### src/rtl/elevator_pkg.sv
// Shared constants and helpers for the elevator controller and its front end.
// Channel layout used by call_request_latch: [2:0] hall up, [5:3] hall down, [9:6] cabin.
package elevator_pkg;

  localparam int NUM_FLOORS = 4;
  localparam int NUM_CH     = 3 * NUM_FLOORS - 2;
  localparam int UP_BASE    = 0;
  localparam int DOWN_BASE  = NUM_FLOORS - 1;
  localparam int IN_BASE    = 2 * (NUM_FLOORS - 1);

  localparam logic [2:0] POS_MAX = 3'd6;

  typedef enum logic [1:0] {
    DIR_STOP = 2'b00,
    DIR_UP   = 2'b01,
    DIR_DOWN = 2'b10,
    DIR_BAD  = 2'b11
  } dir_e;

  // Zero-based floor index of an even (at-floor) position code.
  function automatic logic [1:0] floor_of(input logic [2:0] position);
    return position[2:1];
  endfunction

endpackage

### src/rtl/button_debouncer.sv
// Two-flop synchronizer plus saturating debounce counter for one push-button.
// accept is high for exactly one cycle: the DEBOUNCE_CYCLES-th consecutive synchronized high.
module button_debouncer #(
  parameter int unsigned DEBOUNCE_CYCLES = 4
) (
  input  logic clk,
  input  logic reset,
  input  logic raw,
  output logic accept
);

  localparam logic [3:0] CNT_LIMIT = 4'(DEBOUNCE_CYCLES);
  localparam logic [3:0] CNT_LAST  = 4'(DEBOUNCE_CYCLES - 1);

  logic [1:0] sync_q;
  logic [3:0] cnt_q;
  logic [3:0] cnt_d;

  // Counter saturates at the limit so a held button never fires twice.
  always_comb begin
    cnt_d = cnt_q;
    if (!sync_q[1]) begin
      cnt_d = 4'd0;
    end else if (cnt_q < CNT_LIMIT) begin
      cnt_d = cnt_q + 4'd1;
    end else begin
      cnt_d = cnt_q;
    end
  end

  // Synchronizer and counter state.
  always_ff @(posedge clk or posedge reset) begin
    if (reset) begin
      sync_q <= 2'b00;
      cnt_q  <= 4'd0;
    end else begin
      sync_q <= {sync_q[0], raw};
      cnt_q  <= cnt_d;
    end
  end

  assign accept = sync_q[1] && (cnt_q == CNT_LAST);

endmodule

### src/rtl/call_request_latch.sv
// Debounced hall/cabin call latch feeding the elevator controller.
// Holds each accepted call until the controller reports serving it at that floor.
module call_request_latch
  import elevator_pkg::*;
#(
  parameter int unsigned DEBOUNCE_CYCLES = 4
) (
  input  logic       clk,
  input  logic       reset,
  input  logic [2:0] raw_up,
  input  logic [2:0] raw_down,
  input  logic [3:0] raw_in,
  input  logic [2:0] position,
  input  logic       open,
  input  logic [1:0] direction,
  output logic [2:0] button_up,
  output logic [2:0] button_down,
  output logic [3:0] button_in,
  output logic       call_accepted
);

  logic [NUM_CH-1:0] raw_s;
  logic [NUM_CH-1:0] accept_s;
  logic [NUM_CH-1:0] service_s;
  logic [NUM_CH-1:0] pending_q;
  logic [NUM_CH-1:0] pending_d;
  logic              accepted_q;
  logic              accepted_d;
  logic              at_floor_s;
  logic [1:0]        floor_s;

  assign raw_s = {raw_in, raw_down, raw_up};

  for (genvar g = 0; g < NUM_CH; g++) begin : g_chan
    button_debouncer #(
      .DEBOUNCE_CYCLES(DEBOUNCE_CYCLES)
    ) u_debouncer (
      .clk   (clk),
      .reset (reset),
      .raw   (raw_s[g]),
      .accept(accept_s[g])
    );
  end

  // Service decode: door open at a valid floor with a legal direction.
  always_comb begin
    service_s  = '0;
    floor_s    = floor_of(position);
    at_floor_s = open && !position[0] && (position <= POS_MAX) && (direction != DIR_BAD);
    for (int i = 0; i < NUM_FLOORS; i++) begin
      service_s[IN_BASE + i] = at_floor_s && (floor_s == 2'(i));
    end
    for (int i = 0; i < NUM_FLOORS - 1; i++) begin
      service_s[UP_BASE + i]   = at_floor_s && (floor_s == 2'(i))     && (direction != DIR_DOWN);
      service_s[DOWN_BASE + i] = at_floor_s && (floor_s == 2'(i + 1)) && (direction != DIR_UP);
    end
  end

  // A clear in the same cycle as an accept wins: that call is being served now.
  always_comb begin
    pending_d  = (pending_q | accept_s) & ~service_s;
    accepted_d = |(accept_s & ~service_s & ~pending_q);
  end

  // Pending requests and chime pulse.
  always_ff @(posedge clk or posedge reset) begin
    if (reset) begin
      pending_q  <= '0;
      accepted_q <= 1'b0;
    end else begin
      pending_q  <= pending_d;
      accepted_q <= accepted_d;
    end
  end

  assign button_up     = pending_q[UP_BASE   +: NUM_FLOORS - 1];
  assign button_down   = pending_q[DOWN_BASE +: NUM_FLOORS - 1];
  assign button_in     = pending_q[IN_BASE   +: NUM_FLOORS];
  assign call_accepted = accepted_q;

endmodule
### config.mk
export PLATFORM = sky130hd
export DESIGN_NAME = call_request_latch
export DESIGN_NICKNAME = d
export VERILOG_FILES = /design/src/rtl/elevator_pkg.sv /design/src/rtl/button_debouncer.sv /design/src/rtl/call_request_latch.sv
export SDC_FILE = /design/constraint.sdc
export NUM_CORES = 1
export LEC_CHECK = 0
export ABC_CLOCK_PERIOD_IN_PS = 2000
export BUFFER_PORTS_ARGS = -buffer_cell sky130_fd_sc_hd__buf_2
export CAP_MARGIN = 5
export CORE_UTILIZATION = 57
export CTS_CLUSTER_DIAMETER = 150
export DETAILED_ROUTE_END_ITERATION = 8
export PLACE_DENSITY = 0.85
export SYNTH_ARGS = -nofsm -noshare
export SYNTH_HDL_FRONTEND = slang
export SYNTH_SLANG_ARGS = --single-unit
### constraint.sdc
create_clock -name clk -period 2 [get_ports clk]
set_input_delay 0 -clock clk [delete_from_list [all_inputs] [get_ports clk]]
set_output_delay 0 -clock clk [all_outputs]
set_load 0.005 [all_outputs]
==> insert_results.sql <==
INSERT INTO impl_metrics (metric_group, metric, value, unit) VALUES
('logic_synthesis', 'synth-seq-area-share', '62.6', '%'),
('timing', 'slew_headroom', '63.2', '%'),
('timing', 'number_of_endpoints_with_negative_hold_slack_in_the_final_report', '0', ''),
('clock_tree', 'cts-htree-levels', '3', ''),
('placed_design', 'postPlaceCellArea', '3080', 'sq um'),
('routing', 'routed_wirelength', '4690', 'um'),
('clock_tree', 'tritoncts', 'yes', ''),
('setup_path', 'r2r-end', 'call_accepted$_DFF_PP0_', ''),
('status', 'run_status', 'finished, final reports clean', ''),
('setup_path', 'worstPathCellList', 'ha_1 > nand4bb_1 > nor3b_1 > o41ai_2 > o21ai_1 > or3_1', ''),
('grt', 'global_route_wire_length_before_repair', '7830', 'um'),
('logic_synthesis', 'postSynthNetCount', '261', ''),
('grt', 'globalRouteOverflowTotal', '0', ''),
('floorplan', 'core_region_area', '4750', 'sq um'),
('power_and_ir_drop', 'power_leakage', '1.67', 'nW'),
('setup_path', 'slack_of_the_worst_reg_to_reg_path', '0.21', 'ns'),
('cells_and_area', 'n_fill_cell', '357', ''),
('floorplan', 'horiz_die_dim', '72.6', 'um'),
('setup_path', 'crit_path_start_kind', 'flop', ''),
('setup_path', 'required', '2.21', 'ns'),
('placed_design', 'gp_routability_congestion', '0.742', ''),
('setup_path', 'reg2reg_depth', '6', ''),
('setup_path', 'timing.critical_path.to_type', 'flop', ''),
('setup_path', 'setup.worst_path.class', 'flop to flop', ''),
('grt', 'gr-usage-all-layers', '20.1', '%'),
('clock_tree', 'clock_latency', '0.33', 'ns'),
('timing', 'period_minus_slack', '1.79', 'ns'),
('floorplan', 'floorplan.rows', '25', ''),
('setup_path', 'rr_startpoint', 'g_chan[6].u_debouncer.cnt_q[0]$_DFFE_PP0P_', ''),
('power_and_ir_drop', 'power-per-cell-area', '1030', 'nW/um^2'),
('floorplan', 'design.die.area', '5270', 'sq um'),
('logic_synthesis', 'synth_flop_cell', 'sky130_fd_sc_hd__dfrtp_1', ''),
('setup_path', 'worst_path_largest_cell_delay', '0.40', 'ns'),
('setup_path', 'cpMaxStageDelayCell', 'sky130_fd_sc_hd__or3_1', ''),
('logic_synthesis', 'yosys_warnings', '0', ''),
('clock_tree', 'clkSinkCount', '71', ''),
('logic_synthesis', 'synthesis.area', '2840', 'sq um'),
('logic_synthesis', 'gate_count_after_technology_mapping', '233', ''),
('grt', 'grt_max_degree', '46', ''),
('logic_synthesis', 'yosys_register_bits', '71', ''),
('cells_and_area', 'layout_cells_sized_above_1', '17.0', '%'),
('placed_design', 'dpl.hpwl', '3330', 'um'),
('floorplan', 'num_io_pins', '29', ''),
('setup_path', 'cp-endpoint', 'call_accepted$_DFF_PP0_', ''),
('logic_synthesis', 'synth-edff-count', '0', ''),
('hold_path', 'min_path_type', 'input port to flop', ''),
('power_and_ir_drop', 'power.ir.vdd_worst', '0.616', 'mV'),
('setup_path', 'crit_start', 'g_chan[6].u_debouncer.cnt_q[0]$_DFFE_PP0P_', ''),
('timing', 'rsz0062_at_grt', 'false', ''),
('cells_and_area', 'area_growth', '18.9', '%'),
('logic_synthesis', 'synth.lib_cells_used.distinct', '37', ''),
('timing', 'fin_worst_skew', '0.00647', 'ns'),
('timing', 'setup-violations-final', '0', ''),
('routing', 'vias_per_cell', '5.21', ''),
('logic_synthesis', 'async_flop_share', '100', '%'),
('power_and_ir_drop', 'fin_total_pwr', '3.47', 'mW'),
('clock_tree', 'post-cts-setup-buffers', '0', ''),
('grt', 'grt_pass1_vias', '1861', ''),
('logic_synthesis', 'postSynthAreaPerCell', '12.2', 'sq um'),
('clock_tree', 'cts.path.max_buffers', '2', ''),
('timing', 'timing.setup.tns', '0', 'ns'),
('routing', 'post_detailed_route_count_of_antenna_violating_nets', '0', ''),
('clock_tree', 'post_cts_hold_buffer_count', '13', ''),
('routing', 'drt-wirelength-per-cell', '13.2', 'um'),
('routing', 'drcViolationCount', '0', ''),
('clock_tree', 'numCtsBuffers', '9', ''),
('clock_tree', 'post_cts_resized', '0', ''),
('setup_path', 'data_arrival_time_of_the_critical_path', '2.00', 'ns'),
('routing', 'first_pass_iters', '4', ''),
('timing', 'drv_slew', '0', ''),
('floorplan', 'chipHeight', '72.6', 'um');
==> cell usage after synthesis, types with 4 or more instances <==
library cell / n / area, sq um
sky130_fd_sc_hd__a22oi_1: 4 / 30.0
sky130_fd_sc_hd__a21oi_1: 6 / 30.0
sky130_fd_sc_hd__nor2_1: 14 / 52.6
sky130_fd_sc_hd__xor2_1: 10 / 87.6
sky130_fd_sc_hd__nor2b_1: 4 / 25.0
sky130_fd_sc_hd__nand2_1: 26 / 97.6
sky130_fd_sc_hd__dfrtp_1: 71 / 1780
sky130_fd_sc_hd__a21o_1: 4 / 30.0
sky130_fd_sc_hd__inv_1: 7 / 26.3
sky130_fd_sc_hd__and2_1: 22 / 138
sky130_fd_sc_hd__o21ai_0: 10 / 50.1
sky130_fd_sc_hd__a21boi_0: 10 / 75.1
sky130_fd_sc_hd__ha_1: 10 / 125
==> logic make-up after synthesis <==
| kind of cell | count (synthesis) | share of synthesized area, % |
|---|---|---|
| AND/OR/NAND/NOR | 86 | 17.3 |
| flip-flops | 71 | 62.6 |
| AO/OA/AOI/OAI | 48 | 11.5 |
| XOR/XNOR | 10 | 3.08 |
| adder cells (fa/ha/maj) | 10 | 4.41 |
| buffers and inverters | 8 | 1.19 |
==> sequential cells by signal, indices dropped and copies added (netlist names) <==
signal,count
g_chan.u_debouncer.cnt_q,40
pending_q,10
call_accepted,1
g_chan.u_debouncer.sync_q,20
==> per-stage QoR <==
step                      setup WS (ns)  utilization [%]  std cells
after floorplan                   0.203                -        233
after detailed placement          0.267             64.9        329
after CTS                         0.259             71.1        356
after global placement            0.360             64.9        329
after global routing             0.0787             71.1        356
final                             0.206             71.1        356
==> layout by cell type (no fill, tap or decap), types with 2 or more instances in the layout <==
cell                             n
sky130_fd_sc_hd__o21ai_0        10
sky130_fd_sc_hd__and2_1         22
sky130_fd_sc_hd__ha_1           10
sky130_fd_sc_hd__clkbuf_8       11
sky130_fd_sc_hd__a31oi_1         2
sky130_fd_sc_hd__nor2_1         14
sky130_fd_sc_hd__dlygate4sd3_1  13
sky130_fd_sc_hd__a22oi_1         4
sky130_fd_sc_hd__xor2_1         10
sky130_fd_sc_hd__inv_1           6
sky130_fd_sc_hd__o22ai_1         2
sky130_fd_sc_hd__buf_2          28
sky130_fd_sc_hd__clkbuf_1        2
sky130_fd_sc_hd__nor3_1          2
sky130_fd_sc_hd__a21boi_0       10
sky130_fd_sc_hd__o21a_1          3
sky130_fd_sc_hd__nand4bb_1       3
sky130_fd_sc_hd__and3_1          2
sky130_fd_sc_hd__dfrtp_1        71
sky130_fd_sc_hd__nand2_1        26
sky130_fd_sc_hd__a21oi_1         6
sky130_fd_sc_hd__nor3b_1         3
sky130_fd_sc_hd__nor2b_1         4
sky130_fd_sc_hd__o21ai_1         2
sky130_fd_sc_hd__a21o_1          4
==> how the worst min path moves through the flow <==
stage / slack, ns / to / startpoint / cells past startpoint
floorplan: 0.03 / g_chan[0].u_debouncer.sync_q[0]$_DFF_PP0_ / raw_up[0] / 0
global placement: 0.09 / g_chan[8].u_debouncer.sync_q[0]$_DFF_PP0_ / reset / 2
detailed placement: 0.09 / g_chan[2].u_debouncer.sync_q[1]$_DFF_PP0_ / reset / 2
CTS: 0.002 / pending_q[4]$_DFF_PP0_ / direction[0] / 3
global route: 0.03 / pending_q[4]$_DFF_PP0_ / direction[0] / 3
finish: 0.02 / pending_q[4]$_DFF_PP0_ / direction[0] / 3
==> routing by layer <==
layer | wire [um] | GRT usage (%) | vias to the layer above
met5 | 0 | 0 | -
met4 | 120 | 9.59 | 0
met3 | 159 | 6.35 | 14
met2 | 2380 | 33.7 | 32
met1 | 2040 | 23.5 | 899
li1 | - | - | 910
==> power by group <==
group,internal (mW),total [mW],switching [mW],leakage (nW)
combinational,0.332,0.637,0.305,0.684
sequential,1.68,1.87,0.188,0.900
clock,0.503,0.960,0.457,0.0854
total,2.52,3.47,0.950,1.67
==> worst max-delay path: cells and delay by family (launching register included) <==
| kind | cells | cell delay, ns |
|---|---|---|
| simple gates | 3 | 0.65 |
| compound gates | 2 | 0.44 |
| fa+ha+maj | 1 | 0.20 |
| flops | 1 | 0.39 |
==> final cells by class <==
type	count	area [sq um]	share of cell area [%]
Sequential cell	71	1780	52.6
Clock buffer	13	159	4.70
Inverter	7	26.3	0.778
Timing Repair Buffer	43	298	8.81
Clock inverter	1	5.00	0.148
Tap cell	67	83.8	2.48
Multi-Input combinational cell	154	1030	30.5
Note: power is estimated with default switching activity, not from simulation.
